### config.mk
export PLATFORM = sky130hd
export DESIGN_NAME = symbol_scrambler
export DESIGN_NICKNAME = d
export VERILOG_FILES = /design/src/rtl/symbol_scrambler.sv
export SDC_FILE = /design/constraint.sdc
export NUM_CORES = 1
export LEC_CHECK = 0
export CAP_MARGIN = 20
export CORE_MARGIN = 2
export CORE_UTILIZATION = 23
export DETAILED_ROUTE_END_ITERATION = 12
export GPL_TIMING_DRIVEN = 0
export SYNTH_ARGS = -nofsm -noshare
export SYNTH_HDL_FRONTEND = slang
export SYNTH_SLANG_ARGS = --single-unit
### constraint.sdc
create_clock -name i_clk -period 2.57 [get_ports i_clk]
set_input_delay 0.771 -clock i_clk [delete_from_list [all_inputs] [get_ports i_clk]]
set_output_delay 0.771 -clock i_clk [all_outputs]
set_load 0.02 [all_outputs]
### src/rtl/symbol_scrambler.sv
// symbol_scrambler: rotates each I/Q symbol by R_n*90 degrees using the 2-bit
// randomizer output. It also drives the randomizer's enable and reset so that
// symbol 0 of every frame is scrambled with the seed state. The module has
// valid/ready handshakes on both sides and one output register stage.
module symbol_scrambler #(
    parameter int W         = 8,
    parameter int FRAME_LEN = 64
) (
    input  logic         i_clk,
    input  logic         i_reset,
    input  logic         i_valid,
    output logic         o_ready,
    input  logic         i_sof,
    input  logic [W-1:0] i_i,
    input  logic [W-1:0] i_q,
    input  logic [1:0]   i_r,
    output logic         o_rand_en,
    output logic         o_rand_reset,
    output logic         o_valid,
    input  logic         i_ready,
    output logic [W-1:0] o_i,
    output logic [W-1:0] o_q,
    output logic         o_sof,
    output logic         o_eof,
    output logic         o_sat,
    output logic         o_sync_err
);

    localparam int CW = (FRAME_LEN > 2) ? $clog2(FRAME_LEN) : 1;
    localparam logic [CW-1:0] LAST = CW'(FRAME_LEN - 1);
    localparam logic signed [W-1:0] S_MIN = {1'b1, {(W-1){1'b0}}};
    localparam logic signed [W-1:0] S_MAX = {1'b0, {(W-1){1'b1}}};

    typedef enum logic {IDLE, ACTIVE} state_t;

    state_t        state_q, state_d;
    logic [CW-1:0] count_q, count_d;
    logic          valid_q;
    logic [W-1:0]  i_out_q, q_out_q;
    logic          sof_q, eof_q, sat_q, sync_err_q;

    logic          out_free;
    logic          fwd, fwd_sof, fwd_eof, err_d;
    logic          ready, rand_en, rand_reset;
    logic [W:0]    neg_i, neg_q;
    logic [W-1:0]  rot_i, rot_q;
    logic          rot_sat;

    // Saturating negation; returns {saturated, value}. Only the most negative
    // value cannot be negated exactly and is clamped to the most positive.
    function automatic logic [W:0] sat_neg(input logic signed [W-1:0] x);
        if (x == S_MIN) begin
            return {1'b1, S_MAX};
        end
        return {1'b0, -x};
    endfunction

    assign neg_i    = sat_neg(i_i);
    assign neg_q    = sat_neg(i_q);
    assign out_free = !valid_q || i_ready;

    // Complex rotation by i_r * 90 degrees, sampled in the accept cycle.
    always_comb begin
        rot_i   = i_i;
        rot_q   = i_q;
        rot_sat = 1'b0;
        case (i_r)
            2'd1: begin
                rot_i   = neg_q[W-1:0];
                rot_q   = i_i;
                rot_sat = neg_q[W];
            end
            2'd2: begin
                rot_i   = neg_i[W-1:0];
                rot_q   = neg_q[W-1:0];
                rot_sat = neg_i[W] | neg_q[W];
            end
            2'd3: begin
                rot_i   = i_q;
                rot_q   = neg_i[W-1:0];
                rot_sat = neg_i[W];
            end
            default: begin
                rot_i   = i_i;
                rot_q   = i_q;
                rot_sat = 1'b0;
            end
        endcase
    end

    // Frame FSM: next state, symbol count, handshake and randomizer control.
    always_comb begin
        state_d    = state_q;
        count_d    = count_q;
        ready      = 1'b0;
        rand_en    = 1'b0;
        rand_reset = 1'b0;
        fwd        = 1'b0;
        fwd_sof    = 1'b0;
        fwd_eof    = 1'b0;
        err_d      = 1'b0;
        case (state_q)
            IDLE: begin
                ready      = out_free;
                rand_reset = 1'b1;
                if (i_valid && out_free) begin
                    if (i_sof) begin
                        fwd        = 1'b1;
                        fwd_sof    = 1'b1;
                        rand_en    = 1'b1;
                        rand_reset = 1'b0;
                        count_d    = CW'(1);
                        state_d    = ACTIVE;
                    end else begin
                        // Symbol outside any frame: dropped, flagged.
                        err_d = 1'b1;
                    end
                end
            end
            default: begin
                ready = out_free && !(i_valid && i_sof);
                if (i_valid && i_sof) begin
                    // Early frame start: abandon this frame and re-seed; the
                    // held symbol is taken next cycle from IDLE.
                    rand_reset = 1'b1;
                    err_d      = 1'b1;
                    count_d    = '0;
                    state_d    = IDLE;
                end else if (i_valid && out_free) begin
                    fwd = 1'b1;
                    if (count_q == LAST) begin
                        fwd_eof    = 1'b1;
                        rand_reset = 1'b1;
                        count_d    = '0;
                        state_d    = IDLE;
                    end else begin
                        rand_en = 1'b1;
                        count_d = count_q + CW'(1);
                    end
                end
            end
        endcase
    end

    // State and count registers.
    always_ff @(posedge i_clk or posedge i_reset) begin
        if (i_reset) begin
            state_q <= IDLE;
            count_q <= '0;
        end else begin
            state_q <= state_d;
            count_q <= count_d;
        end
    end

    // Output register: loads on a forwarded accept, drains on downstream ready.
    always_ff @(posedge i_clk or posedge i_reset) begin
        if (i_reset) begin
            valid_q    <= 1'b0;
            i_out_q    <= '0;
            q_out_q    <= '0;
            sof_q      <= 1'b0;
            eof_q      <= 1'b0;
            sat_q      <= 1'b0;
            sync_err_q <= 1'b0;
        end else begin
            sync_err_q <= err_d;
            if (fwd) begin
                valid_q <= 1'b1;
                i_out_q <= rot_i;
                q_out_q <= rot_q;
                sof_q   <= fwd_sof;
                eof_q   <= fwd_eof;
                sat_q   <= rot_sat;
            end else if (i_ready) begin
                valid_q <= 1'b0;
            end
        end
    end

    assign o_ready      = ready;
    assign o_rand_en    = rand_en;
    assign o_rand_reset = rand_reset;
    assign o_valid      = valid_q;
    assign o_i          = i_out_q;
    assign o_q          = q_out_q;
    assign o_sof        = sof_q;
    assign o_eof        = eof_q;
    assign o_sat        = sat_q;
    assign o_sync_err   = sync_err_q;

endmodule

==> results of run 1 <==
cells in the mapped netlist, types with 3 or more instances:
| master | number | area [sq um] |
|---|---|---|
| clkbuf_1 | 19 | 71.32 |
| dfrtp_1 | 28 | 700.7 |
| o21ai_0 | 20 | 100.1 |
| nor2_1 | 17 | 63.81 |
| inv_1 | 12 | 45.04 |
| a21oi_1 | 17 | 85.08 |
| o211ai_1 | 8 | 60.06 |
| nor4_1 | 5 | 31.28 |
| nand4_1 | 8 | 50.05 |
| nand3_1 | 6 | 30.03 |
| o311ai_0 | 6 | 52.55 |
| nor3b_1 | 4 | 30.03 |
| a32oi_1 | 4 | 35.03 |
| a211oi_1 | 4 | 30.03 |
| a31oi_1 | 7 | 43.79 |
| o31ai_1 | 6 | 45.04 |
| buf_2 | 9 | 45.04 |
| nor3_1 | 17 | 85.08 |
| nor2b_1 | 8 | 50.05 |
| or4_1 | 3 | 22.52 |
| a21o_1 | 4 | 30.03 |
| o2111ai_1 | 3 | 26.28 |
| nand2b_1 | 4 | 25.02 |
| ha_1 | 3 | 37.54 |
| or3b_2 | 3 | 26.28 |
| and3_1 | 4 | 25.02 |
| nand2_1 | 26 | 97.59 |
cell usage in the layout, fill, tap and decap left out, types with 7 or more instances in the layout:
master,synthesis,final
nor2_1,17,15
clkbuf_1,19,12
a21oi_1,17,15
o211ai_1,8,8
buf_2,9,10
nor2b_1,8,7
inv_1,12,10
o21ai_0,20,18
nor3_1,17,17
clkdlybuf4s50_1,0,26
a31oi_1,7,7
nand2_1,26,26
nand4_1,8,8
dfrtp_1,28,28
cell type report:
class,instances,share of cell area [%]
plain buffers,26,4.734
clock buffers,4,1.843
inverters,13,1.634
multi-input cells,225,49.18
well taps,133,5.572
repair buffers,41,13.57
flip-flops and latches,28,23.46
registers in the layout (all words and copies together), names as in the netlist:
name	cells
o_valid	1
o_i	8
o_sat	1
o_sof	1
state_q	1
count_q	6
o_q	8
o_sync_err	1
o_eof	1
power groups by stage:
stage | logic (mW) | registers [mW] | clock network (mW)
CTS | 1.14 | 0.716 | 0.306
global route | 1.22 | 0.738 | 0.323
finish | 1.14 | 0.718 | 0.297
global placement | 1.10 | 0.717 | 0
floorplan | 0.427 | 0.891 | 0
detailed placement | 1.11 | 0.721 | 0
final timing paths:
| kind | slack, ns | end |
|---|---|---|
| min in group asynchronous | 0.77 | count_q[4] |
| worst max register to register | 0.52 | o_i[0] |
| worst min register to register | 0.50 | o_i[4] |
| worst min-delay path | 0.50 | o_i[4] |
| max in group asynchronous | 1.35 | state_q |
| worst max-delay path | 0.09 | o_i[0] |
routing by layer:
| metal | up-vias | GRT usage (%) | routed length (um) |
|---|---|---|---|
| met5 | - | 0 | 0 |
| met4 | 0 | 2.124 | 63 |
| met3 | 6 | 2.643 | 676 |
| met2 | 147 | 24.22 | 3595 |
| met1 | 1252 | 21.57 | 3782 |
| li1 | 1215 | - | - |
logic make-up after synthesis:
kind of cell | after synthesis
compound gates | 98
xor+xnor | 3
fa+ha+maj | 4
buf+inv | 42
flops | 28
mux | 3
simple gates | 117
worst max-delay path: cells and delay by family:
kind | cells | cell delay, ns
and+or+nand+nor | 1 | 0.14
AOI/OAI and AO/OA | 2 | 0.46
buffers and inverters | 3 | 1.25
through the flow:
step           util [%]  instances  hold WS [ns]
3_5_place_dp      29.41        467        0.4639
5_1_grt           30.70        470        0.5273
4_1_cts           30.54        472        0.5019
2_1_floorplan         -        295        0.4733
3_3_place_gp      29.13        466        0.4696
6_report          30.70        470        0.4975
repair_timing:
item                       4_1_cts  5_1_grt
setup buffers                    2        0
gates cloned                     0        0
gates resized for setup         41       19
pin swaps                        3        0
setup endpoints to repair       14       11
==> flow_summary.toml, run 1 <==
[placement]
portBuffers = 38
dpl_cell_area_sq_mm = 0.002861
place_hpwl_um = 5940
globalplace.congestion = 0.9389
place_ws_ns = -0.9688

[timing]
worst_pin_slew_ns = 0.5899
slew_headroom_pct = 60.37
slew_viol_final = 0
finalHoldViolations = 0
tns_ns = 0
fmax_mhz = 403.7
fin_crit_ns = 2.477
setup_viol = 0
worst_slack_ns = 0.09315
fin_crit_sh_pct = 96.38
fin_worst_skew_ns = 0.01623
rsz0062_at_grt = "yes"

[drt]
drcViolationCount = 0
via_count = 2620
dr.pass1.iters = 5
ant_nets = 0
wire_per_inst_um = 17.27
dr.first_iter.drc_count = 245
via_per_inst = 5.574
totalWireLength_um = 8118

[logic_synthesis]
ys_warn_count = 0
synth_mux_area_share_pct = 1.368
synth_xor_area_share_pct = 1.149
synthCells = 295
synthAdderAreaFrac_pct = 2.079
synthSimpleGateAreaFrac_pct = 27.74
avgSynthCellArea_sq_um = 7.753
yosys_register_bits = 28
syn-cell-area_sq_mm = 0.002287
syn-num-nets = 321
synth_flop_cell = "dfrtp_1"
synthArstFlopShare_pct = 100.0
synth_edf_count = 0
synth_compound_area_share_pct = 29.32
synth_top_family_by_area = "compound AO/OA/AOI/OAI gates"
synth.distinct_cells = 57
ys_seq_area_share_pct = 30.63

[global_routing]
antenna_found_initial = 0
grt_usage_pct = 15.06
grt-ovfl-total = 0
grt_max_degree = 22
grt_pass1_wl_um = 13230
grt_pass1_vias = 2429

[worst_setup_path]
start_kind = "input pin"
critPathSlowestCell = "clkdlybuf4s50_1"
crit_path_max_fanout = 10
crit_path_start = "i_r[0]"
max_stage_delay_ns = 0.46
critPathArrivalTime_ns = 2.63
ff2ff_path_depth = 6
path_cells = "clkdlybuf4s50_1, clkbuf_1, clkbuf_1, nor3_1, a221oi_1, o221ai_1"
crit_path_frequent_cell = "clkbuf_1"
crit_required_ns = 2.72
endpoint_kind = "flop"
regToRegStartpoint = "state_q"
worstSetupPathType = "input pin to flop"

[power]
p_leak_nw = 1.155
p_clk_share_pct = 13.8
p_sw_uw = 895.5
irDropWorstVdd_v = 0.0002923
sw_frac_of_total_pct = 41.57
power.share.combinational_pct = 52.9
p_int_mw = 1.258
pwr-share-seq_pct = 33.3
powerDensity_mw_per_mm2 = 721.2
total_power_mw = 2.154

[worst_hold_path]
whs_path_depth = 2
holdCritStartpoint = "o_i[4]"
min_path_type = "flop to flop"

[clock_network]
cts_tree = "built"
clock-sinks = 28
clk_pin_slew_ns = 0.12
ctsHoldBuffers = 0
cts_inserted_buffers = 3
htreeDepth = 1
clk_latency_ns = 0.29
cts_buffer_depth = 2
clockRootBuffer = "clkbuf_8"

[floorplan]
rows = 36
start_util_pct = 23.51
die_area_sq_mm = 0.01076
core_area_sq_mm = 0.009729
dieHeight_um = 103.7
pin_count = 47
die_w_um = 103.7

[cells_and_area]
ff_latch_area_sq_um = 700.7
multiInputGateArea_sq_mm = 0.001469
num-nets-final = 364
fillers = 1057
final_layout_size_suffix_gt1_share_pct = 13.65
antenna_cells = 0
areaGrowthSynthToFinish_pct = 30.58
fin_area_sq_mm = 0.002987

[job]
drv_cap = 0

[outcome]
status = "completed"
(Power assumes the default switching activity.)
==> run 2, diff against run 1 <==
--- a/config.mk
+++ b/config.mk
@@ -6,10 +6,10 @@
 export NUM_CORES = 1
 export LEC_CHECK = 0
 export CAP_MARGIN = 20
-export CORE_MARGIN = 2
 export CORE_UTILIZATION = 23
 export DETAILED_ROUTE_END_ITERATION = 12
 export GPL_TIMING_DRIVEN = 0
+export SKIP_LAST_GASP = 1
 export SYNTH_ARGS = -nofsm -noshare
 export SYNTH_HDL_FRONTEND = slang
 export SYNTH_SLANG_ARGS = --single-unit
==> run 2 against run 1 <==
Clock power is 23% higher. Routed wire length fell by 0.68%. Die area fell by 3.8%. Setup slack lost 0.025 ns. Core utilization rose by 0.26 points. Non-clock buffer count is 1 higher. Hold slack got worse by 0.0041 ns. Power is 2.7% higher. Maximum frequency is 0.99% lower.
==> flow_summary.toml, run 2 (synthesized netlist as in run 1, its figures left out) <==
[power]
total_power_mw = 2.211
irDropWorstVdd_v = 0.0002514
p_leak_nw = 1.155
powerDensity_mw_per_mm2 = 737.6

[clock_network]
clockRootBuffer = "clkbuf_8"
clk_pin_slew_ns = 0.10
cts_inserted_buffers = 3
cts_tree = "built"
clock-sinks = 28
clk_latency_ns = 0.28
cts_buffer_depth = 2
ctsHoldBuffers = 0
htreeDepth = 1

[worst_setup_path]
worstSetupPathType = "input pin to primary output"
critPathArrivalTime_ns = 1.73
crit_required_ns = 1.80
start_kind = "input pin"
endpoint_kind = "primary output"
crit_path_max_fanout = 4
r2r_setup_slack_ns = 0.49

[timing]
hold_ws_ns = 0.4934
slew_headroom_pct = 59.79
slew_viol_final = 0
worst_pin_slew_ns = 0.5986
fin_worst_skew_ns = 0.006234
fmax_mhz = 399.8
finalHoldViolations = 0
setup_viol = 0
rsz0062_at_grt = "no"
tns_ns = 0
fin_crit_sh_pct = 97.34
fin_crit_ns = 2.502

[placement]
place_hpwl_um = 6081
placedCellCount = 467
globalplace.congestion = 0.9174
portBuffers = 38

[global_routing]
grt_pass1_vias = 2470
antenna_found_initial = 0
grt-ovfl-total = 0
grt_max_degree = 20
grt_pass1_wl_um = 12900
grt_usage_pct = 16.13

[floorplan]
rows = 36
dieHeight_um = 101.7
core_area_sq_mm = 0.009684
start_util_pct = 23.62
pin_count = 47
die_area_sq_mm = 0.01035
die_w_um = 101.7

[cells_and_area]
num-nets-final = 365
stdcell_count = 471
utilization_pct = 30.96
final_common_cell = "dfrtp_1"
antenna_cells = 0
final_layout_size_suffix_gt1_share_pct = 14.50
areaGrowthSynthToFinish_pct = 31.07
final_cell_mix = "dfrtp_1 (28), clkdlybuf4s50_1 (27), nand2_1 (26), o21ai_0 (19)"

[worst_hold_path]
min_path_type = "flop to flop"

[drt]
totalWireLength_um = 8063
dr.first_iter.drc_count = 235
ant_nets = 0
via_per_inst = 5.537
wire_per_inst_um = 17.12
drcViolationCount = 0
via_count = 2608
dr.pass1.iters = 5

[outcome]
status = "completed"

[job]
drv_cap = 0
[run 2: cell count changes in the layout (fill, tap and decap cells not counted), sizes merged]
cell,previous run,this run
buf,16,17
bufinv,0,1
clkbuf,23,22
clkdlybuf4s50,26,27
clkinv,1,0
clkinvlp,0,1
dlymetal6s2s,3,2
[run 2: layout make-up]
class	count	area (sq um)
buffer	26	142.6
clock buffer	3	41.29
clock inverter	1	30.03
fill	1069	6686
inverter	13	52.55
multi-input combinational	225	1458
sequential	28	700.7
tap	133	166.4
timing repair buffer	42	406.6
[run 2: what timing repair did]
action,in CTS,in global routing
endpoints found under the setup margin,15,11
resized for setup,40,19
buffers inserted,2,1
pin swaps,3,1
[run 2: where the power goes]
group	switching, mW	total [mW]	internal, mW	leakage [nW]
registers	0.102	0.711	0.610	0.344
clock network	0.155	0.364	0.209	0.0357
logic	0.624	1.14	0.513	0.775
[run 2: per-layer routing]
metal	wire length [um]	track usage (%)	share of wire, %	vias to the layer above
met5	0	0	0	-
met4	129	3.790	1.6	0
met3	566	2.139	7.0	15
met2	3640	26.61	45	129
met1	3727	22.25	46	1255
li1	-	-	-	1209
[run 2: path summary, 6_finish.rpt]
| path | startpoint | end | cells past startpoint |
|---|---|---|---|
| min in group asynchronous | i_reset | o_eof | 2 |
| setup reg to reg | state_q | o_q[6] | 5 |
| setup / recovery | i_ready | o_rand_reset | 6 |
| max in group asynchronous | i_reset | o_i[6] | 3 |
| hold / removal | o_q[2] | o_q[2] | 2 |
| hold reg to reg | o_q[2] | o_q[2] | 2 |
[run 2: critical path, cell delays in order]
cell	delay (ns)
dlygate4sd2_1	0.26
nor2b_2	0.19
nor3_2	0.06
o21ai_1	0.18
a32oi_1	0.08
buf_4	0.18
[run 2: through the flow]
stage                     worst slack, ns  instance area (sq um)
after floorplan                   0.05667                   2287
after CTS                        -0.01176                   2980
after global placement            -0.9627                   2834
after global routing             0.006092                   2998
final                             0.06845                   2998
after detailed placement          -0.9709                   2861
==> run 3, diff against run 2 <==
--- a/config.mk
+++ b/config.mk
@@ -9,6 +9,7 @@
 export CORE_UTILIZATION = 23
 export DETAILED_ROUTE_END_ITERATION = 12
 export GPL_TIMING_DRIVEN = 0
+export HOLD_SLACK_MARGIN = 0.06
 export SKIP_LAST_GASP = 1
 export SYNTH_ARGS = -nofsm -noshare
 export SYNTH_HDL_FRONTEND = slang
==> results of run 3 <==
Final layout, timing and power as in run 2 (identical DEF).
==> patch 1 (settings of run 2) <==
The parameter `W` goes from 8 to 10.
--- a/src/rtl/symbol_scrambler.sv
+++ b/src/rtl/symbol_scrambler.sv
@@ -3,7 +3,7 @@
 // symbol 0 of every frame is scrambled with the seed state. The module has
 // valid/ready handshakes on both sides and one output register stage.
 module symbol_scrambler #(
-    parameter int W         = 8,
+    parameter int W         = 10,
     parameter int FRAME_LEN = 64
 ) (
     input  logic         i_clk,
Ports: changed (resized i_i, i_q, o_i and o_q); port bits go from 47 to 55. No check against the original RTL was run, so the function may have changed too.
==> patch 1 against run 2 <==
Synthesized area is 16% higher. Global-route usage is 1.3 points higher. Clock power grew 94%. Non-clock buffer count grew 10. Power rose by 27%. Setup slack got worse by 0.038 ns. Sequential power increased by 17%. Fmax is 1.5% lower. Design area grew 21%. Highest routed layer unchanged. Count of clock-buffer cells in the layout is 2 higher. Worst hold slack worse by 0.017 ns. Sequential cell count grew 4. Die area grew 16%. Wire length grew 21%.
==> patch 1: results (changes against run 2) <==
\begin{tabular}{lr}
\hline
Metric & Value \\
\hline
\multicolumn{2}{l}{\textbf{Yosys}} \\
\quad Adder and majority cell fraction of the synthesized area & 0.0179 (-0.00285) \\
\quad Synth Area in XOR/XNOR & 0.0264 (+0.0150) \\
\quad Post-synthesis sequential area ratio & 0.302 (-0.00417) \\
\quad Synth Net Count & 376 (+17\%) \\
\quad Post-Syn Instances & 346 (+17\%) \\
\quad Cell types with the highest counts after synthesis & sky130\_fd\_sc\_hd\_\_nand2\_1 (36), sky130\_fd\_sc\_hd\_\_o21ai\_0 (35), sky130\_fd\_sc\_hd\_\_nor2\_1 (33) \\
\multicolumn{2}{l}{\textbf{Placed design}} \\
\quad Count of buffers inserted at the top-level ports & 45 (+18\%) \\
\quad GPL Wtd Cong & 0.939 (+2.3\%) \\
\multicolumn{2}{l}{\textbf{Critical path}} \\
\quad Maximum fanout along the worst path & 3 (-1) \\
\quad Kind of cell adding the most delay to the critical path & multiplexers \\
\multicolumn{2}{l}{\textbf{Detailed routing}} \\
\quad Drt initial violations & 234 (-0.43\%) \\
\quad Sum of routed wire length over all layers & 9770 um (+21\%) \\
\quad Detailed-routed wire length on met3 & 639 um (+13\%) \\
\quad Met1 wire length & 4420 um (+19\%) \\
\quad Length of routed met2 wiring & 4450 um (+22\%) \\
\multicolumn{2}{l}{\textbf{Final layout}} \\
\quad Layout cells sized above 1 & 0.173 (+0.0280) \\
\quad Fillers & 1192 (+12\%) \\
\quad Final-stage net count & 428 (+17\%) \\
\multicolumn{2}{l}{\textbf{Global route}} \\
\quad Total GRT Usage & 0.174 (+0.0127) \\
\quad First-pass GRT wire length & 15600 um (+21\%) \\
\quad GRT met1 Usage & 0.237 (+0.0141) \\
\quad GR Util met2 & 0.267 (+0.000734) \\
\quad Met3 usage in global routing & 0.0285 (+0.00706) \\
\multicolumn{2}{l}{\textbf{STA}} \\
\quad Worst setup skew after layout & 0.00533 ns (-0.000903 ns) \\
\multicolumn{2}{l}{\textbf{Clock tree}} \\
\quad Clock-pin transition on the worst setup and hold timing paths & 0.06 ns (-0.04 ns) \\
\quad TritonCTS buffer count & 5 (+2) \\
\multicolumn{2}{l}{\textbf{Status}} \\
\quad Outcome & finished clean \\
\multicolumn{2}{l}{\textbf{Power}} \\
\quad Leak Pwr & 1.47 nW (+27\%) \\
\hline
\end{tabular}
## patch 1: cell types whose count changed after synthesis, moves of 6 or more
cell | run 2 | this run
sky130_fd_sc_hd__nand2_1 | 26 | 36
sky130_fd_sc_hd__o21ai_0 | 20 | 35
sky130_fd_sc_hd__nor2_1 | 17 | 33
sky130_fd_sc_hd__o311ai_0 | 6 | 0
sky130_fd_sc_hd__or3_1 | 2 | 9
sky130_fd_sc_hd__nand4_1 | 8 | 2
sky130_fd_sc_hd__clkbuf_1 | 19 | 26
sky130_fd_sc_hd__xor2_1 | 1 | 8
## patch 1: final timing paths
path	endpoint	startpoint	cells after the start	slack [ns]
max	o_i[6]	i_q[1]	8	0.03
min	o_i[9]	o_i[9]	2	0.48
max reg2reg	o_i[3]	state_q	5	0.66
min reg2reg	o_i[9]	o_i[9]	2	0.48
max in group asynchronous	o_i[9]	i_reset	3	1.20
min in group asynchronous	o_i[5]	i_reset	2	0.85
## patch 1: power by group
group          leakage (nW)  total [mW]  switching (mW)  internal, mW
logic                  1.00        1.28           0.691         0.589
registers             0.387       0.831           0.129         0.701
clock network        0.0798       0.707           0.251         0.456
## patch 1: metrics by stage
| stage | cells | area [sq um] |
|---|---|---|
| finish | 539 | 3640 |
| global route | 539 | 3640 |
| global placement | 531 | 3330 |
| CTS | 543 | 3600 |
| detailed placement | 532 | 3360 |
| floorplan | 346 | 2710 |
## patch 1: worst reg2reg max path, stage by stage, from the launching register on
cell,delay [ns]
sky130_fd_sc_hd__dfrtp_1,0.46
sky130_fd_sc_hd__xor2_1,0.19
sky130_fd_sc_hd__nand3_1,0.16
sky130_fd_sc_hd__clkbuf_1,0.50
sky130_fd_sc_hd__a21oi_1,0.18
sky130_fd_sc_hd__a221oi_1,0.32
## patch 1: logic make-up (layout without fill, tap and decap cells)
| logic type | Yosys count | after routing |
|---|---|---|
| buffers and inverters | 47 | 100 |
| XOR/XNOR | 8 | 8 |
| AO/OA/AOI/OAI | 120 | 120 |
| flip-flops | 32 | 32 |
| adder cells (fa/ha/maj) | 4 | 4 |
| multiplexers | 5 | 5 |
| AND/OR/NAND/NOR | 130 | 130 |
## patch 1: what timing repair did
action                     CTS  global route
resized for setup           47            27
pin swaps                    2             0
setup endpoints to repair   22            18
cloned                       0             0
setup buffers                5             0
## patch 1: area by class of cell
class / instances / area (sq um) / share of cell area
sequential: 32 / 801 / 0.220
multi-input combinational: 267 / 1790 / 0.493
tap: 140 / 175 / 0.0481
clock buffer: 5 / 125 / 0.0344
clock inverter: 3 / 42.5 / 0.0117
buffer: 27 / 148 / 0.0405
inverter: 14 / 67.6 / 0.0186
timing repair buffer: 51 / 488 / 0.134
==> patch 2 (flow settings as in run 2) <==
Without the edit above. Make the reset (`i_reset`) synchronous in 2 clocked blocks.
--- a/src/rtl/symbol_scrambler.sv
+++ b/src/rtl/symbol_scrambler.sv
@@ -143,7 +143,7 @@
     end
 
     // State and count registers.
-    always_ff @(posedge i_clk or posedge i_reset) begin
+    always_ff @(posedge i_clk) begin
         if (i_reset) begin
             state_q <= IDLE;
             count_q <= '0;
@@ -154,7 +154,7 @@
     end
 
     // Output register: loads on a forwarded accept, drains on downstream ready.
-    always_ff @(posedge i_clk or posedge i_reset) begin
+    always_ff @(posedge i_clk) begin
         if (i_reset) begin
             valid_q    <= 1'b0;
             i_out_q    <= '0;
Check against the original RTL: differs if i_reset is asserted again (counterexample within 4 cycles, from zero or initial values and one cycle with i_reset high); with i_reset held inactive, the same outputs for 10 cycles.
==> patch 2 against run 2 <==
The flow now finishes with violations (negative setup slack). First-iteration DRC count decreased by 17%. Design area decreased by 9.3%. Synthesized area decreased by 12%. Synthesized cell count decreased by 8.1%. Fmax decreased by 4.2%. Register-to-register slack improved by 0.04 ns. Wire length decreased by 14%. Core utilization increased by 1.7 points. Critical path depth increased by 1. Sequential cell count unchanged. Setup slack got worse by 0.11 ns. Largest cell class unchanged.
Power is not compared: it rests on default switching activity, and its combinational part moved more than twofold at a synthesized area within 25%.
==> patch 2: results (changes against run 2) <==
\begin{tabular}{lr}
\hline
Metric & Value \\
\hline
\multicolumn{2}{l}{\textbf{Yosys}} \\
\quad FFs w/ async S/R, synth & 0 (-1.00) \\
\quad Main flop type after synthesis & sky130\_fd\_sc\_hd\_\_dfxtp\_1 \\
\quad Post-synthesis sequential area ratio & 0.278 (-0.0284) \\
\quad Share of synthesized area spent on multiplexers & 0.00496 (-0.00871) \\
\quad Number of distinct standard cells referenced by the synthesized netlist & 59 (+3.5\%) \\
\quad Adder and majority cell fraction of the synthesized area & 0.0186 (-0.00218) \\
\quad Synth Area in XOR/XNOR & 0.0217 (+0.0102) \\
\quad Area contributors post-synth & sky130\_fd\_sc\_hd\_\_dfxtp\_1 (28\%), sky130\_fd\_sc\_hd\_\_a21oi\_1 (5.5\%), sky130\_fd\_sc\_hd\_\_nor2\_1 (5.4\%) \\
\quad Synth Net Count & 297 (-7.5\%) \\
\multicolumn{2}{l}{\textbf{Global route}} \\
\quad First-pass GRT wire length & 11300 um (-12\%) \\
\quad Met3 usage in global routing & 0.0255 (+0.00412) \\
\quad Vias in the first global route & 2240 (-9.3\%) \\
\quad Total GRT Usage & 0.161 (-0.000256) \\
\multicolumn{2}{l}{\textbf{Status}} \\
\quad Outcome & finished with violations \\
\quad Violated checks & negative setup slack \\
\multicolumn{2}{l}{\textbf{Detailed routing}} \\
\quad TritonRoute pass-1 iters & 4 (-1) \\
\quad Drt initial violations & 196 (-17\%) \\
\quad Length of routed met2 wiring & 3280 um (-9.9\%) \\
\quad Per-cell routed wire length & 16.4 um (-4.2\%) \\
\multicolumn{2}{l}{\textbf{STA}} \\
\quad Count of endpoints failing setup in the final report & 1 (+1) \\
\quad Setup\_tns & -0.0411 ns (-0.0411 ns) \\
\quad Worst hold margin & 0.470 ns (-0.0230 ns) \\
\quad Setup ws final & -0.0411 ns (-0.110 ns) \\
\multicolumn{2}{l}{\textbf{Placed design}} \\
\quad Count of buffers inserted at the top-level ports & 42 (+11\%) \\
\quad GPL Wtd Cong & 0.976 (+6.4\%) \\
\quad Final HPWL from detailed placement & 5080 um (-16\%) \\
\quad DP Area & 2570 sq um (-10\%) \\
\quad Post-Place Worst Slack & -1.13 ns (-0.154 ns) \\
\multicolumn{2}{l}{\textbf{Critical path}} \\
\quad Path depth of the worst reg2reg path & 6 (+1) \\
\quad Kind of cell adding the most delay to the critical path & compound AO/OA/AOI/OAI gates \\
\multicolumn{2}{l}{\textbf{Clock tree}} \\
\quad Number of buffers inserted to repair setup after CTS & 3 (+1) \\
\quad Post-CTS Resized & 26 (-35\%) \\
\multicolumn{2}{l}{\textbf{Min path}} \\
\quad Worst hold path endpoint & o\_q[1] \\
\quad Worst hold start & o\_q[1] \\
\multicolumn{2}{l}{\textbf{Final layout}} \\
\quad Fillers & 897 (-16\%) \\
\hline
\end{tabular}
-- patch 2: changes by cell type in the layout (fill, tap and decap cells not counted), moves of 4 or more --
cell | before | now
sky130_fd_sc_hd__nand4_1 | 8 | 1
sky130_fd_sc_hd__dfxtp_1 | 0 | 28
sky130_fd_sc_hd__buf_2 | 10 | 3
sky130_fd_sc_hd__a21o_1 | 4 | 0
sky130_fd_sc_hd__o311ai_0 | 5 | 1
sky130_fd_sc_hd__a21oi_1 | 16 | 22
sky130_fd_sc_hd__nor2_1 | 15 | 26
sky130_fd_sc_hd__clkdlybuf4s50_1 | 27 | 34
sky130_fd_sc_hd__dfrtp_1 | 28 | 0
sky130_fd_sc_hd__o21ai_0 | 19 | 15
-- patch 2: how the worst max path moves through the flow --
stage	startpoint	end	slack [ns]	depth (start not counted)
floorplan	i_valid	o_rand_reset	0.06	4
global placement	i_valid	o_rand_reset	-1.14	6
detailed placement	i_valid	o_rand_reset	-1.13	6
CTS	i_valid	o_rand_reset	-0.06	5
global route	i_ready	o_rand_reset	-0.09	7
finish	i_ready	o_rand_reset	-0.04	7
-- patch 2: area by class of cell --
type	instances	area, sq um	area share
Timing Repair Buffer	46	438	0.161
Buffer	15	82.6	0.0304
Inverter	11	41.3	0.0152
Clock buffer	3	41.3	0.0152
Clock inverter	1	30.0	0.0110
Multi-Input combinational cell	215	1400	0.513
Tap cell	105	131	0.0483
Sequential cell	28	561	0.206
-- patch 2: power groups by stage --
stage | Clock [mW] | Sequential [mW] | Combinational (mW)
floorplan | 0 | 0.524 | 0.175
global placement | 0 | 0.492 | 0.366
detailed placement | 0 | 0.493 | 0.366
CTS | 0.379 | 0.486 | 0.370
global route | 0.400 | 0.491 | 0.410
finish | 0.371 | 0.485 | 0.378
